**src/rtl/pong_pkg.sv**
```systemverilog
// Shared encodings and screen constants for the Pong game controller.
package pong_pkg;

    typedef enum logic [1:0] {
        ST_NEWGAME = 2'b00,
        ST_PLAY    = 2'b01,
        ST_NEWBALL = 2'b10,
        ST_OVER    = 2'b11
    } game_state_t;

    localparam logic [9:0] MAX_X      = 10'd639;
    localparam logic [9:0] MAX_Y      = 10'd479;
    localparam logic [9:0] BAR_Y_RST  = 10'd204;
    localparam logic [9:0] BALL_X_RST = 10'd320;
    localparam logic [9:0] BALL_Y_RST = 10'd240;
    localparam logic [9:0] FRAME_Y    = 10'd481;
    localparam logic [9:0] FRAME_X    = 10'd0;

endpackage

```
**src/rtl/pong_frame_timer.sv**
```systemverilog
// Once-per-frame tick from the VGA scan position, plus the restart-delay frame counter.
module pong_frame_timer
    import pong_pkg::*;
#(
    parameter int TIMER_FRAMES = 120
) (
    input  logic       clk,
    input  logic       reset,
    input  logic [9:0] pix_x,
    input  logic [9:0] pix_y,
    input  logic       load,
    output logic       frame_tick,
    output logic       zero
);

    localparam int TW = $clog2(TIMER_FRAMES + 1);

    logic          match;
    logic          match_q;
    logic [TW-1:0] timer;

    // pix_x stays at 0 for several clocks, so only the rising edge of the match counts
    assign match = (pix_y == FRAME_Y) && (pix_x == FRAME_X);
    assign zero  = (timer == '0);

    always_ff @(posedge clk) begin
        if (reset) begin
            match_q    <= 1'b0;
            frame_tick <= 1'b0;
            timer      <= '0;
        end else begin
            match_q    <= match;
            frame_tick <= match && !match_q;
            if (load)
                timer <= TW'(TIMER_FRAMES);
            else if (frame_tick && !zero)
                timer <= timer - TW'(1);
        end
    end

endmodule

```
**src/rtl/pong_game_ctrl.sv**
```systemverilog
// Pong game sequencer: paddle and ball motion, hit/miss detection and the game FSM.
module pong_game_ctrl
    import pong_pkg::*;
#(
    parameter int WALL_X_R     = 35,
    parameter int BAR_X_L      = 600,
    parameter int BAR_X_R      = 603,
    parameter int BAR_Y_SIZE   = 72,
    parameter int BAR_V        = 4,
    parameter int BALL_SIZE    = 8,
    parameter int BALL_V       = 2,
    parameter int BALLS        = 3,
    parameter int TIMER_FRAMES = 120
) (
    input  logic       clk,
    input  logic       reset,
    input  logic [9:0] pix_x,
    input  logic [9:0] pix_y,
    input  logic [1:0] btn,
    output logic       frame_tick,
    output logic [9:0] bar_y_t,
    output logic [9:0] ball_x_l,
    output logic [9:0] ball_y_t,
    output logic       ball_visible,
    output logic [1:0] balls_left,
    output logic [1:0] game_state,
    output logic       hit,
    output logic       miss
);

    localparam logic [9:0] WALL_R     = 10'(WALL_X_R);
    localparam logic [9:0] BAR_L      = 10'(BAR_X_L);
    localparam logic [9:0] BAR_R      = 10'(BAR_X_R);
    localparam logic [9:0] BAR_H1     = 10'(BAR_Y_SIZE - 1);
    localparam logic [9:0] BAR_STEP   = 10'(BAR_V);
    localparam logic [9:0] BALL_S1    = 10'(BALL_SIZE - 1);
    localparam logic [9:0] V_POS      = 10'(BALL_V);
    localparam logic [9:0] V_NEG      = 10'(-BALL_V);
    localparam logic [1:0] BALLS_INIT = 2'(BALLS);

    game_state_t state, state_n;
    logic [9:0]  bar_n, bx_n, by_n;
    logic [9:0]  x_delta, y_delta, dx_n, dy_n;
    logic [1:0]  balls_n;
    logic        hit_n, miss_n;
    logic        timer_load, timer_zero;
    logic [9:0]  ball_x_r, ball_y_b, bar_y_b;
    logic        hit_cond;

    pong_frame_timer #(
        .TIMER_FRAMES (TIMER_FRAMES)
    ) u_frame_timer (
        .clk        (clk),
        .reset      (reset),
        .pix_x      (pix_x),
        .pix_y      (pix_y),
        .load       (timer_load),
        .frame_tick (frame_tick),
        .zero       (timer_zero)
    );

    assign game_state = state;

    always_comb begin
        state_n    = state;
        bar_n      = bar_y_t;
        bx_n       = ball_x_l;
        by_n       = ball_y_t;
        dx_n       = x_delta;
        dy_n       = y_delta;
        balls_n    = balls_left;
        hit_n      = 1'b0;
        miss_n     = 1'b0;
        timer_load = 1'b0;
        ball_x_r   = ball_x_l + BALL_S1;
        ball_y_b   = ball_y_t + BALL_S1;
        bar_y_b    = bar_y_t + BAR_H1;
        hit_cond   = (ball_x_r >= BAR_L) && (ball_x_r <= BAR_R) &&
                     (ball_y_b >= bar_y_t) && (ball_y_t <= bar_y_b);

        if (frame_tick) begin
            if (btn == 2'b10 && bar_y_b < MAX_Y - BAR_STEP)
                bar_n = bar_y_t + BAR_STEP;
            else if (btn == 2'b01 && bar_y_t > BAR_STEP)
                bar_n = bar_y_t - BAR_STEP;

            case (state)
                ST_NEWGAME: if (btn != 2'b00) state_n = ST_PLAY;
                ST_PLAY: begin
                    bx_n = ball_x_l + x_delta;
                    by_n = ball_y_t + y_delta;
                    if (ball_y_t <= 10'd1)
                        dy_n = V_POS;
                    else if (ball_y_b >= MAX_Y - 10'd1)
                        dy_n = V_NEG;
                    if (ball_x_l <= WALL_R)
                        dx_n = V_POS;
                    if (hit_cond) begin
                        dx_n  = V_NEG;
                        hit_n = 1'b1;
                    end else if (ball_x_r > MAX_X) begin
                        miss_n     = 1'b1;
                        balls_n    = balls_left - 2'd1;
                        timer_load = 1'b1;
                        state_n    = (balls_left == 2'd1) ? ST_OVER : ST_NEWBALL;
                    end
                end
                ST_NEWBALL: if (timer_zero && btn != 2'b00) state_n = ST_PLAY;
                ST_OVER: begin
                    if (timer_zero) begin
                        state_n = ST_NEWGAME;
                        balls_n = BALLS_INIT;
                    end
                end
                default: state_n = ST_NEWGAME;
            endcase

            // every serve starts from the centre heading down-right
            if (state_n == ST_PLAY && state != ST_PLAY) begin
                bx_n = BALL_X_RST;
                by_n = BALL_Y_RST;
                dx_n = V_POS;
                dy_n = V_POS;
            end
        end
    end

    always_ff @(posedge clk) begin
        if (reset) begin
            state        <= ST_NEWGAME;
            bar_y_t      <= BAR_Y_RST;
            ball_x_l     <= BALL_X_RST;
            ball_y_t     <= BALL_Y_RST;
            x_delta      <= V_POS;
            y_delta      <= V_POS;
            balls_left   <= BALLS_INIT;
            ball_visible <= 1'b0;
            hit          <= 1'b0;
            miss         <= 1'b0;
        end else begin
            state        <= state_n;
            bar_y_t      <= bar_n;
            ball_x_l     <= bx_n;
            ball_y_t     <= by_n;
            x_delta      <= dx_n;
            y_delta      <= dy_n;
            balls_left   <= balls_n;
            ball_visible <= (state_n == ST_PLAY);
            hit          <= hit_n;
            miss         <= miss_n;
        end
    end

endmodule

```
**config.mk**
```make
export PLATFORM = sky130hd
export DESIGN_NAME = pong_game_ctrl
export DESIGN_NICKNAME = d
export VERILOG_FILES = /design/src/rtl/pong_pkg.sv /design/src/rtl/pong_frame_timer.sv /design/src/rtl/pong_game_ctrl.sv
export SDC_FILE = /design/constraint.sdc
export NUM_CORES = 1
export LEC_CHECK = 0
export ABC_AREA = 1
export CORE_MARGIN = 3
export CORE_UTILIZATION = 40
export CTS_BUF_LIST = sky130_fd_sc_hd__clkbuf_8
export DETAILED_ROUTE_END_ITERATION = 8
export GPL_ROUTABILITY_DRIVEN = 1
export HOLD_SLACK_MARGIN = 0.02
export SLEW_MARGIN = 20
export SYNTH_ARGS = -nofsm -noshare
export SYNTH_HDL_FRONTEND = slang
export SYNTH_SLANG_ARGS = --single-unit
export TNS_END_PERCENT = 1
```
**constraint.sdc**
```tcl
create_clock -name clk -period 3 [get_ports clk]
set_clock_uncertainty 0.05 [all_clocks]
set_input_delay 0.6 -clock clk [delete_from_list [all_inputs] [get_ports clk]]
set_output_delay 0.6 -clock clk [all_outputs]
set_load 0.005 [all_outputs]
```
Yosys cells after proc, flatten, opt, wreduce, memory -nomap -nowiden
Cells that the tools add are included.
{"block": "word_totals", "reg_bits": 66, "input_bits": 24, "elab_cells": 111, "out_inout_bits": 38}
{"block": "classes", "bitwise_logic": 2, "n_mux": 34, "reduce_logical": 29, "eq_ne": 13, "add_sub_neg": 9, "order_cmp": 10}
{"cell": "10-bit two-way mux", "count": 14}
{"cell": "10-bit by 3-bit adder with 10-bit output (second input constant)", "count": 3}
{"cell": "10-bit adder", "count": 2}
{"cell": "2-bit two-way mux", "count": 10}
{"cell": "7-bit two-way mux", "count": 2}
{"cell": "10-bit by 7-bit adder with 10-bit output (second input constant)", "count": 1}
{"cell": "10-bit by 9-bit == test with 1-bit output (second input constant)", "count": 1}
{"cell": "2-bit by 1-bit == test with 1-bit output (second input constant)", "count": 5}
{"cell": "10-bit greater-or-equal comparator", "count": 1}
{"cell": "10-bit greater-or-equal comparator (second input constant)", "count": 1}
{"cell": "10-bit by 9-bit greater-or-equal comparator with 1-bit output (second input constant)", "count": 1}
{"cell": "10-bit > comparator (second input constant)", "count": 1}
{"cell": "10-bit by 3-bit > comparator with 1-bit output (second input constant)", "count": 1}
{"cell": "10-bit by 1-bit less-or-equal comparator with 1-bit output (second input constant)", "count": 1}
{"cell": "10-bit less-or-equal comparator", "count": 1}
{"cell": "10-bit less-or-equal comparator (second input constant)", "count": 1}
{"cell": "10-bit by 6-bit less-or-equal comparator with 1-bit output (second input constant)", "count": 1}
{"cell": "1-bit logical AND", "count": 10}
{"cell": "10-bit logical NOT", "count": 1}
{"cell": "10-bit by 9-bit < comparator with 1-bit output (second input constant)", "count": 1}
{"cell": "2-bit nonzero test", "count": 5}
{"cell": "10-bit by 3-bit subtractor with 10-bit output (second input constant)", "count": 1}
{"cell": "2-bit case mux with 4 select lines", "count": 1}
{"cell": "7-bit logical NOT", "count": 1}
{"cell": "16 further kinds", "count": 30}

Depth between registers and ports, before layout
{"block": "depth", "word_depth": 12, "mapped_depth": 17}

Cells and area by module
A second synthesis with hierarchy kept.
{"block": "unflattened", "hier_cells": 589, "area_unflattened_um2": 3982.6}
{"mod": "pong_game_ctrl", "n_inst": 1, "cells_each": 501, "area_each_um2": 3413.3}
{"mod": "pong_frame_timer", "n_inst": 1, "cells_each": 88, "area_each_um2": 569.3}

Least setup slack after synthesis
Ideal clock, no wire load.
{"block": "synth_path", "path_type": "register to register", "start": "reg bar_y_t[2]", "end": "reg x_delta[8]", "synth_period_minus_slack_ns": 2.292, "t_arrival_ns": 2.128, "slack_ns": 0.708, "stages_incl_launch_ff": 17, "t_required_ns": 2.836, "cell_sequence": "dfxtp_1 > inv_4 > nor2_4 > nand2_4 > nand2_4 > nand2_4 > xor2_2 > inv_1 > ha_1 > a211oi_1 > nand3_1 > nor3_1 > nand4_1 > nand2_1 > nand2_1 > nand3_1 > nand2_1"}
{"block": "synth_between", "elab_chain_len": 10}
{"element": "start: declaration", "line_no": "pong_game_ctrl.sv:21", "rtl": "output logic [9:0] bar_y_t,"}
{"element": "start signal: assignment", "line_no": "pong_game_ctrl.sv:142", "rtl": "bar_y_t <= bar_n;"}
{"element": "10-bit by 7-bit adder with 10-bit output or 10-bit greater-or-equal comparator (tied branches)", "line_no": "pong_game_ctrl.sv:77, pong_game_ctrl.sv:79"}
{"element": "10-bit less-or-equal comparator or 1-bit logical AND (tied branches)", "line_no": "pong_game_ctrl.sv:79, pong_game_ctrl.sv:78"}
{"element": "1-bit logical AND (*)", "line_no": "pong_game_ctrl.sv:79", "rtl": "(ball_y_b >= bar_y_t) && (ball_y_t <= bar_y_b);"}
{"element": "2-bit two-way mux", "line_no": "pong_game_ctrl.sv:98", "rtl": "if (hit_cond) begin"}
{"element": "2-bit case mux with 4 select lines", "line_no": "pong_game_ctrl.sv:87", "rtl": "case (state)"}
{"element": "2-bit two-way mux", "line_no": "pong_game_ctrl.sv:81", "rtl": "if (frame_tick) begin"}
{"element": "2-bit by 1-bit == test with 1-bit output", "line_no": "pong_game_ctrl.sv:119", "rtl": "if (state_n == ST_PLAY && state != ST_PLAY) begin"}
{"element": "1-bit logical AND", "line_no": "pong_game_ctrl.sv:119"}
{"element": "3-bit nonzero test (no line) or 2-bit nonzero test (tied branches)"}
{"element": "3-bit AND reduction (no line)"}
{"element": "end signal: assignment", "line_no": "pong_game_ctrl.sv:145", "rtl": "x_delta <= dx_n;"}
{"element": "end: declaration", "line_no": "pong_game_ctrl.sv:43", "rtl": "logic [9:0] x_delta, y_delta, dx_n, dy_n;"}
Every way passes the cells marked *; elsewhere a longest branch is shown, timed or not. The select of a mux whose other input is x is not followed.
A chain may end at the register's enable or synchronous reset.

Worst setup path after layout
{"block": "layout_path", "start": "reg ball_x_l[1]", "end": "reg ball_x_l[7]"}
{"block": "layout_between", "elab_chain_len": 12}
{"element": "start: declaration", "line_no": "pong_game_ctrl.sv:22", "rtl": "output logic [9:0] ball_x_l,"}
{"element": "start signal: assignment", "line_no": "pong_game_ctrl.sv:143", "rtl": "ball_x_l <= bx_n;"}
{"element": "10-bit by 3-bit adder with 10-bit output", "line_no": "pong_game_ctrl.sv:75", "rtl": "ball_x_r = ball_x_l + BALL_S1;"}
{"element": "10-bit greater-or-equal comparator or 10-bit less-or-equal comparator (tied branches)", "line_no": "pong_game_ctrl.sv:78", "rtl": "hit_cond = (ball_x_r >= BAR_L) && (ball_x_r <= BAR_R) &&"}
{"element": "1-bit logical AND (2 in series)", "line_no": "pong_game_ctrl.sv:78"}
{"element": "1-bit logical AND", "line_no": "pong_game_ctrl.sv:79"}
{"element": "2-bit two-way mux", "line_no": "pong_game_ctrl.sv:98"}
{"element": "2-bit case mux with 4 select lines", "line_no": "pong_game_ctrl.sv:87"}
{"element": "2-bit two-way mux", "line_no": "pong_game_ctrl.sv:81"}
{"element": "2-bit by 1-bit == test with 1-bit output", "line_no": "pong_game_ctrl.sv:119"}
{"element": "1-bit logical AND", "line_no": "pong_game_ctrl.sv:119"}
{"element": "2-bit nonzero test (no line)"}
{"element": "2-bit AND reduction (no line)"}
Several ways; a longest one is shown, not always the timed one. The select of a mux whose other input is x is not followed.

==> results.md <==
* FILL cells at 881
* Antenna viol nets, final at 0
* Nets at 703
* Placed insts at 753
* Vias at 3,807
* Hold path start: u_frame_timer.match_q
* Non-Filler Instances at 765
* Number of flops mapped to enable cells by yosys at 0
* First-pass DRT Iterations at 4
* Yosys warns at 0
* Crit path top cell by count: nand2_1
* Final setup margin at 0.395 ns
* Largest net degree at the start of global routing at 29
* Leak pwr at 2.12 nW
* Dpl hpwl at 7.99 mm
* Hold Path Class: reg -> reg
* Total track usage at 18.8%
* Detailed Route WL at 10.2 mm
* Vias in the first global route at 3,674
* Cells after Synth at 566
* DIE WIDTH at 104 um
* WP buf/inv at 2
* Commonest cells post-synth: nand2_1, inv_1, nor2_1
* Design Power at 1.14 mW
* DRC viols at 0
* Share of cells above drive strength 1 at 7.20%
* Final Hold Fails at 0
* Crit end category: register
* Effective utilization at floorplan at 42.4%
* Total CTS buffers at 5
* Max IR drop VDD at 0.211 mV
* Worst Max-Slew Pin Slew at 0.513 ns
* Crit path from: ball_x_l[1]
* CP top delay family: simple AND/OR/NAND/NOR gates
* Core area at 8980 um^2
* DIE AREA at 10,700 um^2
* Outcome: finished, final reports clean
* Largest stage delay, worst path at 0.46 ns
* Gpl congestion at 0.854
* Max_cap viols at 0
* Slew HR at 65.6%
* R2r startpoint: ball_x_l[1]
* Clock-pin slew on the worst setup and hold paths at 0.09 ns
* Post-synthesis register bit count at 44
* Unique masters post-synth at 44
* Crit share post-route at 86.8%
* First-pass GRT wire length at 17.2 mm
* Dpl ws at 0.193 ns
* Worst path slowest cell: dfxtp_1
* Async SR Flop Fraction at 0%
* H-tree levels at 2
* Startpoint Class: register
* Top FF cell, synth: dfxtp_1
* Mean cell area of the mapped netlist at 6.72 um^2
* Final Instance Area at 4740 um^2
* CTS sink count at 44
* Multi-input gate area at 2550 um^2
* DR vias/cell at 4.98
* Ant. Diodes at 0
* Crit Path Category: reg -> reg
* DRT iter0 DRCs at 198
* Layout area overhead at 24.6%
* Initial antenna violation count at 0
* Synthesized area at 3810 um^2
* RSZ-0062 raised after global routing: no
* Max Freq at 384 MHz
* Site row count at 34
* Seq. cell area at 882 um^2
* Final Max Tran Viols at 0
* Crit path required time at 3.19 ns
* TritonCTS clock tree: done
* Pwr per Cell Area at 240 nW/um^2
* CTS Buffer Depth at 2
* Count leader, synth: nand2_1
* Seq/Total Area, Yosys at 23.1%
* WL per Instance at 13.3 um
* Dpl cell area at 4570 um^2
* Yosys top cell by area: dfxtp_1
* Final Setup Violations at 0
* CP max FO at 14
* Top post-synthesis cells by area: dfxtp_1, ha_1, nand2_1, inv_1, nand3_1
* Fin crit period at 2.61 ns
* CP cell instances: inv_1 > ha_1 > inv_1 > nand2_1 > nor2_1 > nand2_1 > nand2_1 > nand2_1 > nand2_1 > nand2_1 > nand2_1 > nand4_1 > nand2_2 > o21ai_1 > nor2_1
* Total grt overflow at 0
* Die Y at 104 um
* CTS Hold Bufs at 0
* Port bufs at 57
* Post-synth top area share at 23.1%
* Arrival time worst endpoint at 2.79 ns
* Root Driver: clkbuf_8
* Total I/O pin count at 62
* Worst-skew pair later-pin latency at 0.30 ns
* Setup Total Neg Slack at 0 ns
-- per-stage QoR --
step | utilization, % | hold slack (ns)
CTS | 52.1 | 0.342
detailed placement | 50.9 | 0.329
floorplan | - | 0.318
global placement | 50.9 | 0.324
finish | 52.8 | 0.338
global route | 52.8 | 0.360
-- final cells by class --
type,instances,share of cell area [%]
clock inverter,3,0.977
multi-input combinational,431,53.8
clock buffer,5,1.45
inverter,83,6.73
sequential,44,18.6
tap,126,3.33
timing repair buffer,73,15.1
-- timing repair --
item | CTS | global route
endpoints found under the setup margin | 0 | 17
resized for setup | 0 | 2
setup buffers | 0 | 3
-- final timing paths --
check | end | slack [ns] | cells after the start
max | ball_x_l[7] | 0.39 | 15
min | u_frame_timer.frame_tick | 0.34 | 1
min reg2reg | u_frame_timer.frame_tick | 0.34 | 1
max reg2reg | ball_x_l[7] | 0.39 | 15
-- placed cells by master (no fill, tap or decap), types with 3 or more instances in the layout --
cell type	netlist	final
a21oi_1	30	30
nand3_1	46	46
nor3_1	10	10
nand2_1	120	120
o21ai_0	32	32
xor2_1	21	21
nor2_1	54	54
buf_4	6	14
ha_1	39	39
a31oi_1	4	4
nor4_1	5	5
nand4_1	12	12
inv_1	78	78
a21o_1	4	4
clkbuf_8	0	5
xnor2_1	12	12
o211ai_1	5	5
nand2_4	5	6
conb_1	1	4
or2_2	3	3
clkdlybuf4s50_1	0	57
dfxtp_1	44	43
nand3b_1	5	5
-- state kept, by name (all words and copies together), names as in the netlist --
register                  count
ball_x_l                      9
ball_y_t                      9
bar_y_t                       8
u_frame_timer.timer           7
balls_left                    2
game_state                    2
ball_visible                  1
hit                           1
miss                          1
u_frame_timer.frame_tick      1
u_frame_timer.match_q         1
x_delta                       1
y_delta                       1
-- routing by layer --
layer	share of wire, %	global-route usage [%]	up-vias	wire length [um]
met4	0.47	2.28	0	48
met2	48	33.5	83	4860
met3	4.6	2.99	6	464
li1	-	-	1991	-
met5	0	0	-	0
met1	47	24.8	1727	4790
-- cells by family (layout without fill, tap and decap cells) --
family	after synthesis	count (layout)	synth area share [%]
adders and majority gates	41	41	13.9
DFF	44	44	23.1
buffers and inverters	95	164	10.4
AOI/OAI and AO/OA	81	81	12.0
xor gates and xnor gates	34	34	8.02
other	1	4	0.0985
and+or+nand+nor	270	271	32.5
-- power breakdown --
part / switching [mW] / internal (mW)
combinational: 0.0328 / 0.0368
sequential: 0.000000431 / 0.583
clock: 0.234 / 0.251
total: 0.267 / 0.872
Power figures use the tool's default switching activity.
